==> src/rtl/gerenciador_status_pkg.sv <==
// rtl/gerenciador_status_pkg.sv - shared estado codes, FSM states and default stat deltas
package gerenciador_status_pkg;

    localparam logic [4:0] EST_INTRO      = 5'b00000;
    localparam logic [4:0] EST_IDLE       = 5'b00001;
    localparam logic [4:0] EST_DORMINDO   = 5'b00010;
    localparam logic [4:0] EST_COMENDO    = 5'b00100;
    localparam logic [4:0] EST_DANDO_AULA = 5'b01000;
    localparam logic [4:0] EST_MORTO      = 5'b10000;

    typedef enum logic [1:0] {
        S_WAIT  = 2'd0,
        S_FOME  = 2'd1,
        S_SONO  = 2'd2,
        S_FELIC = 2'd3
    } fsm_t;

    localparam logic [7:0]        DEF_INIT_VAL   = 8'd200;
    localparam logic signed [7:0] DEF_DECAY      = -8'sd1;
    localparam logic signed [7:0] DEF_FEED_INC   = 8'sd8;
    localparam logic signed [7:0] DEF_SLEEP_INC  = 8'sd4;
    localparam logic signed [7:0] DEF_TEACH_INC  = 8'sd6;
    localparam logic signed [7:0] DEF_TEACH_COST = -8'sd2;

endpackage

==> src/rtl/gerenciador_status_soma.sv <==
// rtl/gerenciador_status_soma.sv - soma_saturada: unsigned stat plus signed delta, clamped to 0..255
module soma_saturada (
    input  logic [7:0]        stat,
    input  logic signed [7:0] delta,
    output logic [7:0]        result
);

    // Ten bits so that 255 + 127 cannot wrap before the clamp sees it
    logic signed [9:0] sum;

    always_comb begin
        sum = $signed({2'b00, stat}) + $signed({{2{delta[7]}}, delta});
        if (sum < 10'sd0) begin
            result = 8'd0;
        end else if (sum > 10'sd255) begin
            result = 8'd255;
        end else begin
            result = sum[7:0];
        end
    end

endmodule

==> src/rtl/gerenciador_status.sv <==
// rtl/gerenciador_status.sv - pet stat registers updated each tick through one shared saturating adder
module gerenciador_status
    import gerenciador_status_pkg::*;
#(
    parameter int                TICK_DIV   = 25_000_000,
    parameter logic [7:0]        INIT_VAL   = DEF_INIT_VAL,
    parameter logic signed [7:0] DECAY      = DEF_DECAY,
    parameter logic signed [7:0] FEED_INC   = DEF_FEED_INC,
    parameter logic signed [7:0] SLEEP_INC  = DEF_SLEEP_INC,
    parameter logic signed [7:0] TEACH_INC  = DEF_TEACH_INC,
    parameter logic signed [7:0] TEACH_COST = DEF_TEACH_COST
) (
    input  logic       clk,
    input  logic       rst_n,
    input  logic [4:0] estado,
    output logic [7:0] fome,
    output logic [7:0] sono,
    output logic [7:0] felicidade,
    output logic       busy,
    output logic       upd_done
);

    localparam int CW = (TICK_DIV > 1) ? $clog2(TICK_DIV) : 1;

    logic [CW-1:0]     tick_cnt;
    logic              tick;
    fsm_t              state;
    logic [4:0]        est_q;
    logic [7:0]        cur_stat;
    logic signed [7:0] cur_delta;
    logic [7:0]        sum_out;
    logic [7:0]        new_val;

    assign tick = (tick_cnt == CW'(TICK_DIV - 1));

    // Operand mux for the single adder; unknown est_q codes get a zero delta, which freezes like MORTO
    always_comb begin
        cur_stat  = fome;
        cur_delta = 8'sd0;
        case (state)
            S_SONO:  cur_stat = sono;
            S_FELIC: cur_stat = felicidade;
            default: cur_stat = fome;
        endcase
        case (est_q)
            EST_IDLE:       cur_delta = DECAY;
            EST_COMENDO:    cur_delta = (state == S_FOME)  ? FEED_INC  : DECAY;
            EST_DORMINDO:   cur_delta = (state == S_SONO)  ? SLEEP_INC : DECAY;
            EST_DANDO_AULA: cur_delta = (state == S_FELIC) ? TEACH_INC : TEACH_COST;
            default:        cur_delta = 8'sd0;
        endcase
        new_val = (est_q == EST_INTRO) ? INIT_VAL : sum_out;
    end

    soma_saturada u_soma (
        .stat   (cur_stat),
        .delta  (cur_delta),
        .result (sum_out)
    );

    always_ff @(posedge clk) begin
        if (!rst_n) begin
            tick_cnt   <= '0;
            state      <= S_WAIT;
            est_q      <= EST_IDLE;
            fome       <= INIT_VAL;
            sono       <= INIT_VAL;
            felicidade <= INIT_VAL;
            busy       <= 1'b0;
            upd_done   <= 1'b0;
        end else begin
            tick_cnt <= tick ? '0 : tick_cnt + 1'b1;
            upd_done <= 1'b0;
            case (state)
                S_WAIT: begin
                    if (tick) begin
                        est_q <= estado;
                        state <= S_FOME;
                        busy  <= 1'b1;
                    end
                end
                S_FOME: begin
                    fome  <= new_val;
                    state <= S_SONO;
                end
                S_SONO: begin
                    sono  <= new_val;
                    state <= S_FELIC;
                end
                S_FELIC: begin
                    felicidade <= new_val;
                    state      <= S_WAIT;
                    busy       <= 1'b0;
                    upd_done   <= 1'b1;
                end
                default: begin
                    state <= S_WAIT;
                    busy  <= 1'b0;
                end
            endcase
        end
    end

endmodule
==> config.mk <==
export PLATFORM = sky130hd
export DESIGN_NAME = gerenciador_status
export DESIGN_NICKNAME = d
export VERILOG_FILES = /design/src/rtl/gerenciador_status_pkg.sv /design/src/rtl/gerenciador_status_soma.sv /design/src/rtl/gerenciador_status.sv
export SDC_FILE = /design/constraint.sdc
export NUM_CORES = 1
export LEC_CHECK = 0
export ABC_AREA = 1
export ABC_CLOCK_PERIOD_IN_PS = 2300
export CAP_MARGIN = 20
export CELL_PAD_IN_SITES_DETAIL_PLACEMENT = 2
export CELL_PAD_IN_SITES_GLOBAL_PLACEMENT = 2
export CORE_ASPECT_RATIO = 0.8
export CORE_MARGIN = 1.5
export CORE_UTILIZATION = 30
export CTS_BUF_LIST = sky130_fd_sc_hd__clkbuf_8
export DETAILED_ROUTE_END_ITERATION = 6
export PLACE_DENSITY = 0.76
export SYNTH_ARGS = -nofsm -noshare
export SYNTH_HDL_FRONTEND = slang
export SYNTH_SLANG_ARGS = --single-unit
==> constraint.sdc <==
create_clock -name clk -period 2.3 [get_ports clk]
set_input_delay 0.46 -clock clk [delete_from_list [all_inputs] [get_ports clk]]
set_output_delay 0.46 -clock clk [all_outputs]
set_load 0.05 [all_outputs]
[Word-level counts from Yosys, hierarchy flattened]
Index checks and enable logic that the tools add are counted.
Storage, ports and cells
  input port bits: 7
  logic and storage cells: 41
  output and inout bits: 26
  flip-flop bits (word level): 58
Operators by class
  reductions and logical operators: 6
  eq/ne operators: 9
  $lt $le $gt $ge: 2
  add/sub/neg operators: 2
  mux-type cells: 13
  bitwise operators: 1
Operators by type and width (count)
  2-to-1 mux 8 bit: 6
  one-hot mux 8 bit (4 select lines): 1
  adder 25 x 1 -> 25 bit, second input constant: 1
  == test 25 bit, second input constant: 1
  one-hot mux 8 bit (2 select lines): 1
  adder 9 x 8 -> 10 bit: 1
  > comparator 10 x 9 -> 1 bit, second input constant: 1
  less-than comparator 10 x 1 -> 1 bit, second input constant: 1
  one-hot mux 2 bit (4 select lines): 1
  == test 5 x 1 -> 1 bit, second input constant: 1
  == test 5 x 2 -> 1 bit, second input constant: 1
  == test 5 x 3 -> 1 bit, second input constant: 1
  == test 5 x 4 -> 1 bit, second input constant: 1
  logical NOT 5 bit: 1
  == test 2 bit, second input constant: 2
  AND reduction 2 bit: 2
  == test 2 x 1 -> 1 bit, second input constant: 1
  logical NOT 2 bit: 1
  2-to-1 mux 1 bit: 2
  2-to-1 mux 2 bit: 1
  inequality test 2 bit, second input constant: 1
  one-hot mux 1 bit (2 select lines): 1
  nonzero test 2 bit: 1
  OR reduction 2 bit: 1
  NOT 1 bit: 1

[Logic depth before layout (Yosys ltp)]
Gate-level depths: netlist (run 1).
  word-level depth: 8
  mapped depth: 21
  gate-level depth less buffers: 21

[By module]
From an unflattened synthesis (run 1), not the netlist that was laid out.
Second synthesis, totals
  cell total of the unflattened synthesis: 495
  area total of the unflattened synthesis: 3337.0 um^2
By module, submodules not included
  gerenciador_status: times used 1, cells an instance 410, sequential area each 1161.1 um^2, area an instance 2840.2 um^2
  soma_saturada: times used 1, cells an instance 85, sequential area each 0.0 um^2, area an instance 496.7 um^2

[Worst setup path after synthesis (run 1)]
Ideal clock, no wire load.
  path kind: register -> register
  from: register state[0]
  to: register felicidade[6]
  clock period less this slack: 2.535 ns
  path slack: -0.235 ns
  buffers on the path: 1
  arrival: 2.420 ns
  stages on the path, launching flop included: 18
  path through: dfxtp_1 inv_1 ha_1 clkbuf_1 nand2_1 nand3_1 ha_1 fa_1 nand3_1 nand3_1 nand2_1 nand3_1 nand2_1 nand2_1 o21ai_0 nand2_1 nand2_1 nand2_1
On the way
  word-level cells in the longest chain between the ends: 8
RTL lines
  from (decl): line gerenciador_status.sv:27  | fsm_t state;
  from (signal assigned): line gerenciador_status.sv:64  | state <= S_WAIT;
  from (signal assigned): line gerenciador_status.sv:78  | state <= S_FOME;
  from (signal assigned): line gerenciador_status.sv:84  | state <= S_SONO;
  == test 2 bit, or another cell as far along: line gerenciador_status.sv:40, gerenciador_status.sv:48
  2-to-1 mux 8 bit, on equally long branches: line gerenciador_status.sv:48, gerenciador_status.sv:47, gerenciador_status.sv:49
  one-hot mux 8 bit (4 select lines): line gerenciador_status.sv:45  | case (est_q)
  adder 9 x 8 -> 10 bit: line gerenciador_status_soma.sv:12  | sum = $signed({2'b00, stat}) + $signed({{2{delta[7]}}, delta});
  > comparator 10 x 9 -> 1 bit: line gerenciador_status_soma.sv:15  | end else if (sum > 10'sd255) begin
  2-to-1 mux 8 bit: line gerenciador_status_soma.sv:15
  2-to-1 mux 8 bit: line gerenciador_status_soma.sv:13  | if (sum < 10'sd0) begin
  2-to-1 mux 8 bit: line gerenciador_status.sv:52  | new_val = (est_q == EST_INTRO) ? INIT_VAL : sum_out;
  to (signal assigned): line gerenciador_status.sv:91  | felicidade <= new_val;
  to (decl): line gerenciador_status.sv:18  | output logic [7:0] felicidade,
Parallel ways exist; a longest one is shown, timed or not.
A chain may end at the register's enable or synchronous reset.

[Final worst setup path (run 1)]
  from: register est_q[0]
  to: register sono[4]
On the way
  word-level cells in the longest chain between the ends: 7
RTL lines
  from (decl): line gerenciador_status.sv:28  | logic [4:0] est_q;
  from (signal assigned): line gerenciador_status.sv:77  | est_q <= estado;
  == test 5 x 4 -> 1 bit, or another cell as far along: line gerenciador_status.sv:45
  one-hot mux 8 bit (4 select lines): line gerenciador_status.sv:45
  adder 9 x 8 -> 10 bit: line gerenciador_status_soma.sv:12
  > comparator 10 x 9 -> 1 bit: line gerenciador_status_soma.sv:15
  2-to-1 mux 8 bit: line gerenciador_status_soma.sv:15
  2-to-1 mux 8 bit: line gerenciador_status_soma.sv:13
  2-to-1 mux 8 bit *: line gerenciador_status.sv:52
  to (signal assigned): line gerenciador_status.sv:87  | sono <= new_val;
  to (decl): line gerenciador_status.sv:17  | output logic [7:0] sono,
Mark *: on every way between the ends. The rest lies on a longest branch, timed or not.

==> results.toml, run 1 <==
[cells_and_area]
num-nets-final = 584
mostFrequentLayoutCells = "sky130_fd_sc_hd__nand2_1 (89), sky130_fd_sc_hd__dfxtp_1 (56), sky130_fd_sc_hd__buf_4 (56)"
insertedDiodeCount = 0
final.fill_count = 1198
drive_above_1_share_pct = 34.5
final_common_cell = "sky130_fd_sc_hd__nand2_1"
final_core_utilization_pct = 47.0
syn_to_final_growth_pct = 50.0

[route]
drt-wirelength-per-cell_um = 22.6
drt-met1-wl_um = 7050
first_pass_iters = 4
highest-signal-layer = "met4"
dr_wl_met2_um = 7900
detailedRoute.firstIterationViolations = 179
route.antenna.remaining_nets = 0
drcViolationCount = 0
dr_wl_met3_um = 678
detailroute.via_count = 3676
wirelength_um = 16000
post_dr_vias_cell = 5.21

[die]
core_area_mm2 = 0.0104
die_w_um = 120
ios = 33
num_rows = 33
fp.dieH_um = 96.2
initial_core_util_pct = 31.3
die_area_mm2 = 0.0115

[sta]
clock.fmax_ghz = 0.351
min_period_ns = 2.85
worst_slew_pin_slew_ns = 0.558
slew_headroom_pct = 62.7
rsz_0062_raised_after_global_routing = "true"
number_of_max_slew_violations_in_the_final_report = 0
final_hold_viol_count = 0
min_period_over_period_pct = 124
final_critical_path_setup_slack_ns = -0.550
setup-violations-final = 24
timing.clock.skew_ns = 0.00969

[logic_synthesis]
postSynthCellCount = 468
synth_top_cells_by_area = "sky130_fd_sc_hd__dfxtp_1 (36%), sky130_fd_sc_hd__nand2_1 (13%), sky130_fd_sc_hd__a21oi_1 (6.4%), sky130_fd_sc_hd__inv_1 (6.1%), sky130_fd_sc_hd__nand3_1 (5.7%)"
synth_top_cell_area_share_pct = 35.6
synth_cell_types = 39
ys_ff_latch = 58
synth-edff-count = 0
synth_async_sr_flop_share_pct = 0
synthesis.area_per_instance_um2 = 6.97
mappedNetlistNets = 490
ys_dominant_reg_cell = "sky130_fd_sc_hd__dfxtp_1"
syn_area_mm2 = 0.00326
seq_area_frac_synth_pct = 35.6
synth_top_cell_by_area = "sky130_fd_sc_hd__dfxtp_1"
synth-warning-count = 0

[worst_setup_path]
required_ns = 2.56
crit_end = "sono[4]"
worstSetupPathDepth = 17
worst_setup_start_kind = "flop"
worst_path_max_delay_cell = "sky130_fd_sc_hd__dfxtp_1"
worst_path_arrival_time_ns = 3.10
worst_r2r_endpoint = "sono[4]"
regToRegStartpoint = "est_q[0]"
timing.critical_path.slowest_cell_delay_ns = 0.51
timing.critical_path.fanout_max = 5
worst-setup-path-type = "reg -> reg"
worstSetupStartpoint = "est_q[0]"
worst_setup_path_end_kind = "flop"
cp_cell_sequence = "nand4_1 > nand2_2 > clkinv_4 > nand3_2 > ha_4 > nand2_2 > nand2_1 > nand2_1 > nand2_1 > nand2_2 > nand3_4 > inv_4 > nand2_4 > a21boi_4 > buf_4 > nand2_4 > a21oi_1"
worst_r2r_path_depth = 17
worst-path-buf-inv = 3
worst-r2r-setup-slack_ns = -0.55
critPathTopFamily = "simple AND/OR/NAND/NOR gates"

[global_routing]
grt_start_max_net_pins = 26
initial_antenna_violation_count = 0
grt_pass1_vias = 3899
grt_pass1_wl_um = 21800
grt_use_total_pct = 25.3
globalRoute.totalOverflow = 0

[placed_design]
dp.final_hpwl_um = 9410
preCtsSetupSlack_ns = -0.547
placement.io_buffers = 32
gp_congestion = 0.896

[cts]
worst_setup_hold_path_clk_slew_ns = 0.08
cts_tree = "done"
clkLatencyLatePin_ns = 0.36
clock_sink_count = 58
cts-root-to-sink-buffers = 2
cts_buffers = 9
hold_buffers = 0
htree_num_levels = 3
cts-root-buf = "sky130_fd_sc_hd__clkbuf_8"

[power_and_ir_drop]
power-per-cell-area_mw_per_mm2 = 389
total_leakage_power_uw = 0.00198
ir_drop_uv = 255
power.total_uw = 1900

[flow_run]
number_of_max_capacitance_violations_reported = 0

[run_status]
violations = "negative setup slack"
status = "complete, but fails checks"

[hold_path]
hold_path_class = "reg -> reg"
[state kept, by name, indices dropped and copies added, names as in the netlist]
name	count
busy	1
est_q	5
felicidade	8
fome	8
sono	8
state	2
tick_cnt	25
upd_done	1
[stage by stage]
stage / area (um^2) / TNS [ns] / hold slack (ns) / cells
detailed placement: 4180 / -11.13 / 0.453 / 673
global route: 4890 / -12.65 / 0.498 / 706
CTS: 4700 / -5.52 / 0.470 / 696
global placement: 4180 / -8.18 / 0.430 / 673
floorplan: 3420 / -0.0128 / 0.417 / 468
finish: 4890 / -9.98 / 0.463 / 706
[cell usage after synthesis, types with 2 or more instances]
master / number
sky130_fd_sc_hd__nand4_1: 7
sky130_fd_sc_hd__inv_1: 53
sky130_fd_sc_hd__nor2_2: 3
sky130_fd_sc_hd__nand3_1: 37
sky130_fd_sc_hd__xnor2_1: 6
sky130_fd_sc_hd__o21ai_0: 23
sky130_fd_sc_hd__nand2_4: 2
sky130_fd_sc_hd__buf_4: 2
sky130_fd_sc_hd__ha_1: 14
sky130_fd_sc_hd__clkbuf_1: 8
sky130_fd_sc_hd__nor2_4: 2
sky130_fd_sc_hd__nor2_1: 35
sky130_fd_sc_hd__or2_0: 2
sky130_fd_sc_hd__nand2_1: 116
sky130_fd_sc_hd__xor2_1: 8
sky130_fd_sc_hd__nor4_1: 3
sky130_fd_sc_hd__a21oi_1: 42
sky130_fd_sc_hd__dfxtp_1: 58
sky130_fd_sc_hd__nand3_2: 3
sky130_fd_sc_hd__or2_2: 2
sky130_fd_sc_hd__nor3_1: 9
sky130_fd_sc_hd__nor3_2: 3
sky130_fd_sc_hd__inv_2: 7
sky130_fd_sc_hd__nand2_2: 8
[cells by family (layout without fill, tap and decap cells)]
logic type | Yosys count | after routing | synth area share (%)
AO/OA/AOI/OAI | 72 | 72 | 11.9
AND/OR/NAND/NOR | 237 | 237 | 34.2
XOR/XNOR | 14 | 14 | 3.76
flip-flops | 58 | 58 | 35.6
adder cells (fa/ha/maj) | 15 | 15 | 5.99
buffers and inverters | 72 | 170 | 8.56
[how the worst min path moves through the flow]
stage | from | to | slack (ns) | cells past startpoint
floorplan | tick_cnt[0] | tick_cnt[0] | 0.42 | 1
global placement | tick_cnt[0] | tick_cnt[0] | 0.43 | 1
detailed placement | tick_cnt[0] | tick_cnt[0] | 0.45 | 1
CTS | tick_cnt[0] | tick_cnt[0] | 0.47 | 1
global route | tick_cnt[0] | tick_cnt[0] | 0.50 | 1
finish | tick_cnt[0] | tick_cnt[0] | 0.46 | 1
[repair_timing]
action	4_1_cts	5_1_grt
setup endpoints to repair	24	24
resized for setup	67	31
buffers inserted	8	10
pin swaps	29	25
[worst reg2reg max path: stages (launching register included)]
cell	delay, ns
sky130_fd_sc_hd__dfxtp_1	0.51
sky130_fd_sc_hd__nand4_1	0.28
sky130_fd_sc_hd__nand2_2	0.20
sky130_fd_sc_hd__clkinv_4	0.12
sky130_fd_sc_hd__nand3_2	0.12
sky130_fd_sc_hd__ha_4	0.24
sky130_fd_sc_hd__nand2_2	0.07
sky130_fd_sc_hd__nand2_1	0.06
sky130_fd_sc_hd__nand2_1	0.06
sky130_fd_sc_hd__nand2_1	0.05
sky130_fd_sc_hd__nand2_2	0.07
sky130_fd_sc_hd__nand3_4	0.13
sky130_fd_sc_hd__inv_4	0.11
sky130_fd_sc_hd__nand2_4	0.07
sky130_fd_sc_hd__a21boi_4	0.20
sky130_fd_sc_hd__buf_4	0.15
sky130_fd_sc_hd__nand2_4	0.06
sky130_fd_sc_hd__a21oi_1	0.25
[area by class of cell]
class	instances	area, um^2	share of cell area [%]
Clock buffer	10	138	2.81
Clock inverter	5	25.0	0.512
Inverter	61	249	5.09
Multi-Input combinational cell	338	2310	47.2
Sequential cell	58	1170	23.9
Tap cell	140	175	3.58
Timing Repair Buffer	94	826	16.9
[metal layers]
layer | GRT usage (%) | vias up
li1 | - | 1698
met1 | 32.4 | 1856
met2 | 43.6 | 94
met3 | 5.81 | 28
met4 | 5.56 | 0
met5 | 0 | -
[power by group]
group	internal (uW)	switching, uW
Sequential	1010	3.57
Combinational	18.3	26.9
Clock	402	445
No activity file was read; power rests on OpenSTA's default activity.
==> run 2, diff against run 1 <==
--- a/config.mk
+++ b/config.mk
@@ -10,12 +10,13 @@
 export CAP_MARGIN = 20
 export CELL_PAD_IN_SITES_DETAIL_PLACEMENT = 2
 export CELL_PAD_IN_SITES_GLOBAL_PLACEMENT = 2
-export CORE_ASPECT_RATIO = 0.8
+export CORE_ASPECT_RATIO = 1.4
 export CORE_MARGIN = 1.5
 export CORE_UTILIZATION = 30
 export CTS_BUF_LIST = sky130_fd_sc_hd__clkbuf_8
 export DETAILED_ROUTE_END_ITERATION = 6
-export PLACE_DENSITY = 0.76
+export GPL_TIMING_DRIVEN = 1
+export PLACE_DENSITY = 0.89
 export SYNTH_ARGS = -nofsm -noshare
 export SYNTH_HDL_FRONTEND = slang
 export SYNTH_SLANG_ARGS = --single-unit
==> run 2 against run 1 <==
Compared with the run above: the flow still finishes with violations (negative setup slack); worst hold slack got worse by 0.0044 ns; count of clock-buffer cells in the layout increased by 2; critical path depth increased by 1; register-to-register slack got worse by 0.12 ns; final area increased by 3.4%; fmax decreased by 4.0%; clock power increased by 25%; sequential power about the same; non-clock buffer count increased by 6; setup slack got worse by 0.12 ns; utilization increased by 1.4 points; clock skew increased by 0.015 ns; critical path type unchanged.
==> results.toml, run 2 (synthesis gave the netlist of run 1 again) <==
[run_status]
status = "complete, but fails checks"
violations = "negative setup slack"

[sta]
clock.fmax_ghz = 0.337
rsz_0062_raised_after_global_routing = "true"
slew_headroom_pct = 62.3
worst_slew_pin_slew_ns = 0.563
final_hold_viol_count = 0
number_of_max_slew_violations_in_the_final_report = 0
setup-violations-final = 24
min_period_over_period_pct = 129
timing.clock.skew_ns = 0.0243
min_period_ns = 2.97
final_critical_path_setup_slack_ns = -0.669

[cts]
cts-root-buf = "sky130_fd_sc_hd__clkbuf_8"
cts-root-to-sink-buffers = 2
cts_buffers = 9
hold_buffers = 0
cts_tree = "done"
clock_sink_count = 58
worst_setup_hold_path_clk_slew_ns = 0.07
htree_num_levels = 3
clkLatencyLatePin_ns = 0.38

[power_and_ir_drop]
total_leakage_power_uw = 0.00203
ir_drop_uv = 407
seq_power_share_pct = 47.8
internal-power_uw = 1600
power-per-cell-area_mw_per_mm2 = 418
share_comb_of_total_power_pct = 2.3
netsw_uw = 511
switching_fraction_pct = 24.2
power.total_uw = 2110
share_clk_of_total_power_pct = 50.0

[worst_setup_path]
worst-r2r-setup-slack_ns = -0.67
worst_path_arrival_time_ns = 3.25
cp_cell_sequence = "inv_1 > nor2_1 > nand4_1 > nand2_4 > inv_6 > nand2_8 > ha_4 > nand2_4 > inv_2 > nand2_2 > nand2_2 > nand2_2 > nand3_4 > inv_4 > nand2_4 > a21boi_4 > nand2_2 > a21oi_1"
required_ns = 2.58
timing.critical_path.fanout_max = 6
worst-setup-path-type = "reg -> reg"
worst_path_max_delay_cell = "sky130_fd_sc_hd__dfxtp_1"
worst_setup_start_kind = "flop"
worst_setup_path_end_kind = "flop"
crit_path_frequent_cell = "sky130_fd_sc_hd__nand2_2"
timing.critical_path.slowest_cell_delay_ns = 0.43

[cells_and_area]
final_cell_count_no_fill = 710
insertedDiodeCount = 0
final_core_utilization_pct = 48.3
final.fill_count = 1152
mostFrequentLayoutCells = "sky130_fd_sc_hd__nand2_1 (85), sky130_fd_sc_hd__buf_4 (63), sky130_fd_sc_hd__dfxtp_1 (56)"
largest_register_ff_count = 25
syn_to_final_growth_pct = 55.1
num-nets-final = 590
largest_register = "tick_cnt"
final_common_cell = "sky130_fd_sc_hd__nand2_1"
final_design_area_no_fill_mm2 = 0.00506
drive_above_1_share_pct = 36.5

[route]
drcViolationCount = 0
post_dr_vias_cell = 5.45
route.antenna.remaining_nets = 0
first_pass_iters = 4
detailedRoute.firstIterationViolations = 160
detailroute.via_count = 3869
wirelength_um = 18800
drt-wirelength-per-cell_um = 26.5

[hold_path]
hold_path_class = "reg -> reg"

[flow_run]
number_of_max_capacitance_violations_reported = 0

[global_routing]
grt_start_max_net_pins = 26
grt_use_total_pct = 30.2
grt_pass1_wl_um = 25800
globalRoute.totalOverflow = 0
grt_pass1_vias = 4410
initial_antenna_violation_count = 0

[placed_design]
gp_congestion = 0.867
placed_instances = 672
place_area_mm2 = 0.00420
preCtsSetupSlack_ns = -0.670
placement.io_buffers = 32
dp.final_hpwl_um = 10100

[die]
die_area_mm2 = 0.0115
initial_core_util_pct = 31.2
ios = 33
die_w_um = 91.1
fp.dieH_um = 126
num_rows = 44
core_area_mm2 = 0.0105
[run 2: cell types whose count changed in the layout (fill, tap and decap cells not counted), moves of 2 or more]
cell                       previous run  this run
sky130_fd_sc_hd__nand2_1             89        85
sky130_fd_sc_hd__o21ai_1              4         1
sky130_fd_sc_hd__buf_4               56        63
sky130_fd_sc_hd__nand3_4              5         8
sky130_fd_sc_hd__nand3_2             15         9
sky130_fd_sc_hd__ha_1                 4         2
sky130_fd_sc_hd__nor2_1              32        30
sky130_fd_sc_hd__clkbuf_8            10        12
sky130_fd_sc_hd__inv_4                6         4
sky130_fd_sc_hd__o21ai_2              1         3
sky130_fd_sc_hd__nand2_4             10        15
sky130_fd_sc_hd__nand3_1             20        23
[run 2: final cells by class]
| cell class | count | area, um^2 | area share [%] |
|---|---|---|---|
| timing repair buffer | 100 | 867 | 17.1 |
| sequential | 58 | 1170 | 23.1 |
| tap | 138 | 173 | 3.41 |
| inverter | 61 | 249 | 4.92 |
| clock inverter | 3 | 38.8 | 0.767 |
| clock buffer | 12 | 165 | 3.27 |
| multi-input combinational | 338 | 2400 | 47.4 |
[run 2: stage by stage]
step                setup TNS (ns)  hold slack (ns)
global route                -15.76            0.499
floorplan                  -0.0128            0.417
CTS                          -6.59            0.462
finish                      -13.87            0.459
global placement             -8.72            0.426
detailed placement          -14.59            0.447
[run 2: critical path: cells and delay by family, from the launching register on]
| family | cells | cell delay (ns) |
|---|---|---|
| AOI/OAI and AO/OA | 2 | 0.49 |
| adders and majority gates | 1 | 0.25 |
| buffers and inverters | 4 | 0.35 |
| DFF | 1 | 0.43 |
| and+or+nand+nor | 11 | 1.36 |
[run 2: path summary, 6_finish.rpt]
path	start	endpoint	cells past startpoint
worst max-delay path	est_q[3]	felicidade[0]	18
worst min-delay path	tick_cnt[0]	tick_cnt[0]	1
worst max register to register	est_q[3]	felicidade[0]	18
worst min register to register	tick_cnt[0]	tick_cnt[0]	1
[run 2: power by group through the flow]
| stage | clock [uW] | combinational (uW) | sequential [uW] |
|---|---|---|---|
| after detailed placement | 0 | 44.2 | 1030 |
| after global placement | 0 | 41.7 | 1030 |
| after floorplan | 0 | 24.9 | 1030 |
| after global routing | 1110 | 51.9 | 1010 |
| after CTS | 1030 | 45.3 | 1010 |
| final | 1060 | 48.3 | 1010 |
[run 2: layer usage]
metal	routed length, um	track usage, %	vias up
li1	-	-	1722
met1	6550	29.3	1931
met2	10300	58.5	128
met3	651	5.04	88
met4	1320	18.2	0
met5	0	0	-
[run 2: what timing repair did]
| item | CTS | global route |
|---|---|---|
| pin swaps | 32 | 23 |
| buffers inserted | 15 | 8 |
| setup endpoints to repair | 24 | 24 |
| gates resized for setup | 79 | 32 |
==> run 3, diff against run 2 <==
--- a/config.mk
+++ b/config.mk
@@ -6,7 +6,6 @@
 export NUM_CORES = 1
 export LEC_CHECK = 0
 export ABC_AREA = 1
-export ABC_CLOCK_PERIOD_IN_PS = 2300
 export CAP_MARGIN = 20
 export CELL_PAD_IN_SITES_DETAIL_PLACEMENT = 2
 export CELL_PAD_IN_SITES_GLOBAL_PLACEMENT = 2
==> results of run 3 <==
Same layout as run 2: the final DEF is identical, and so are final timing and power.
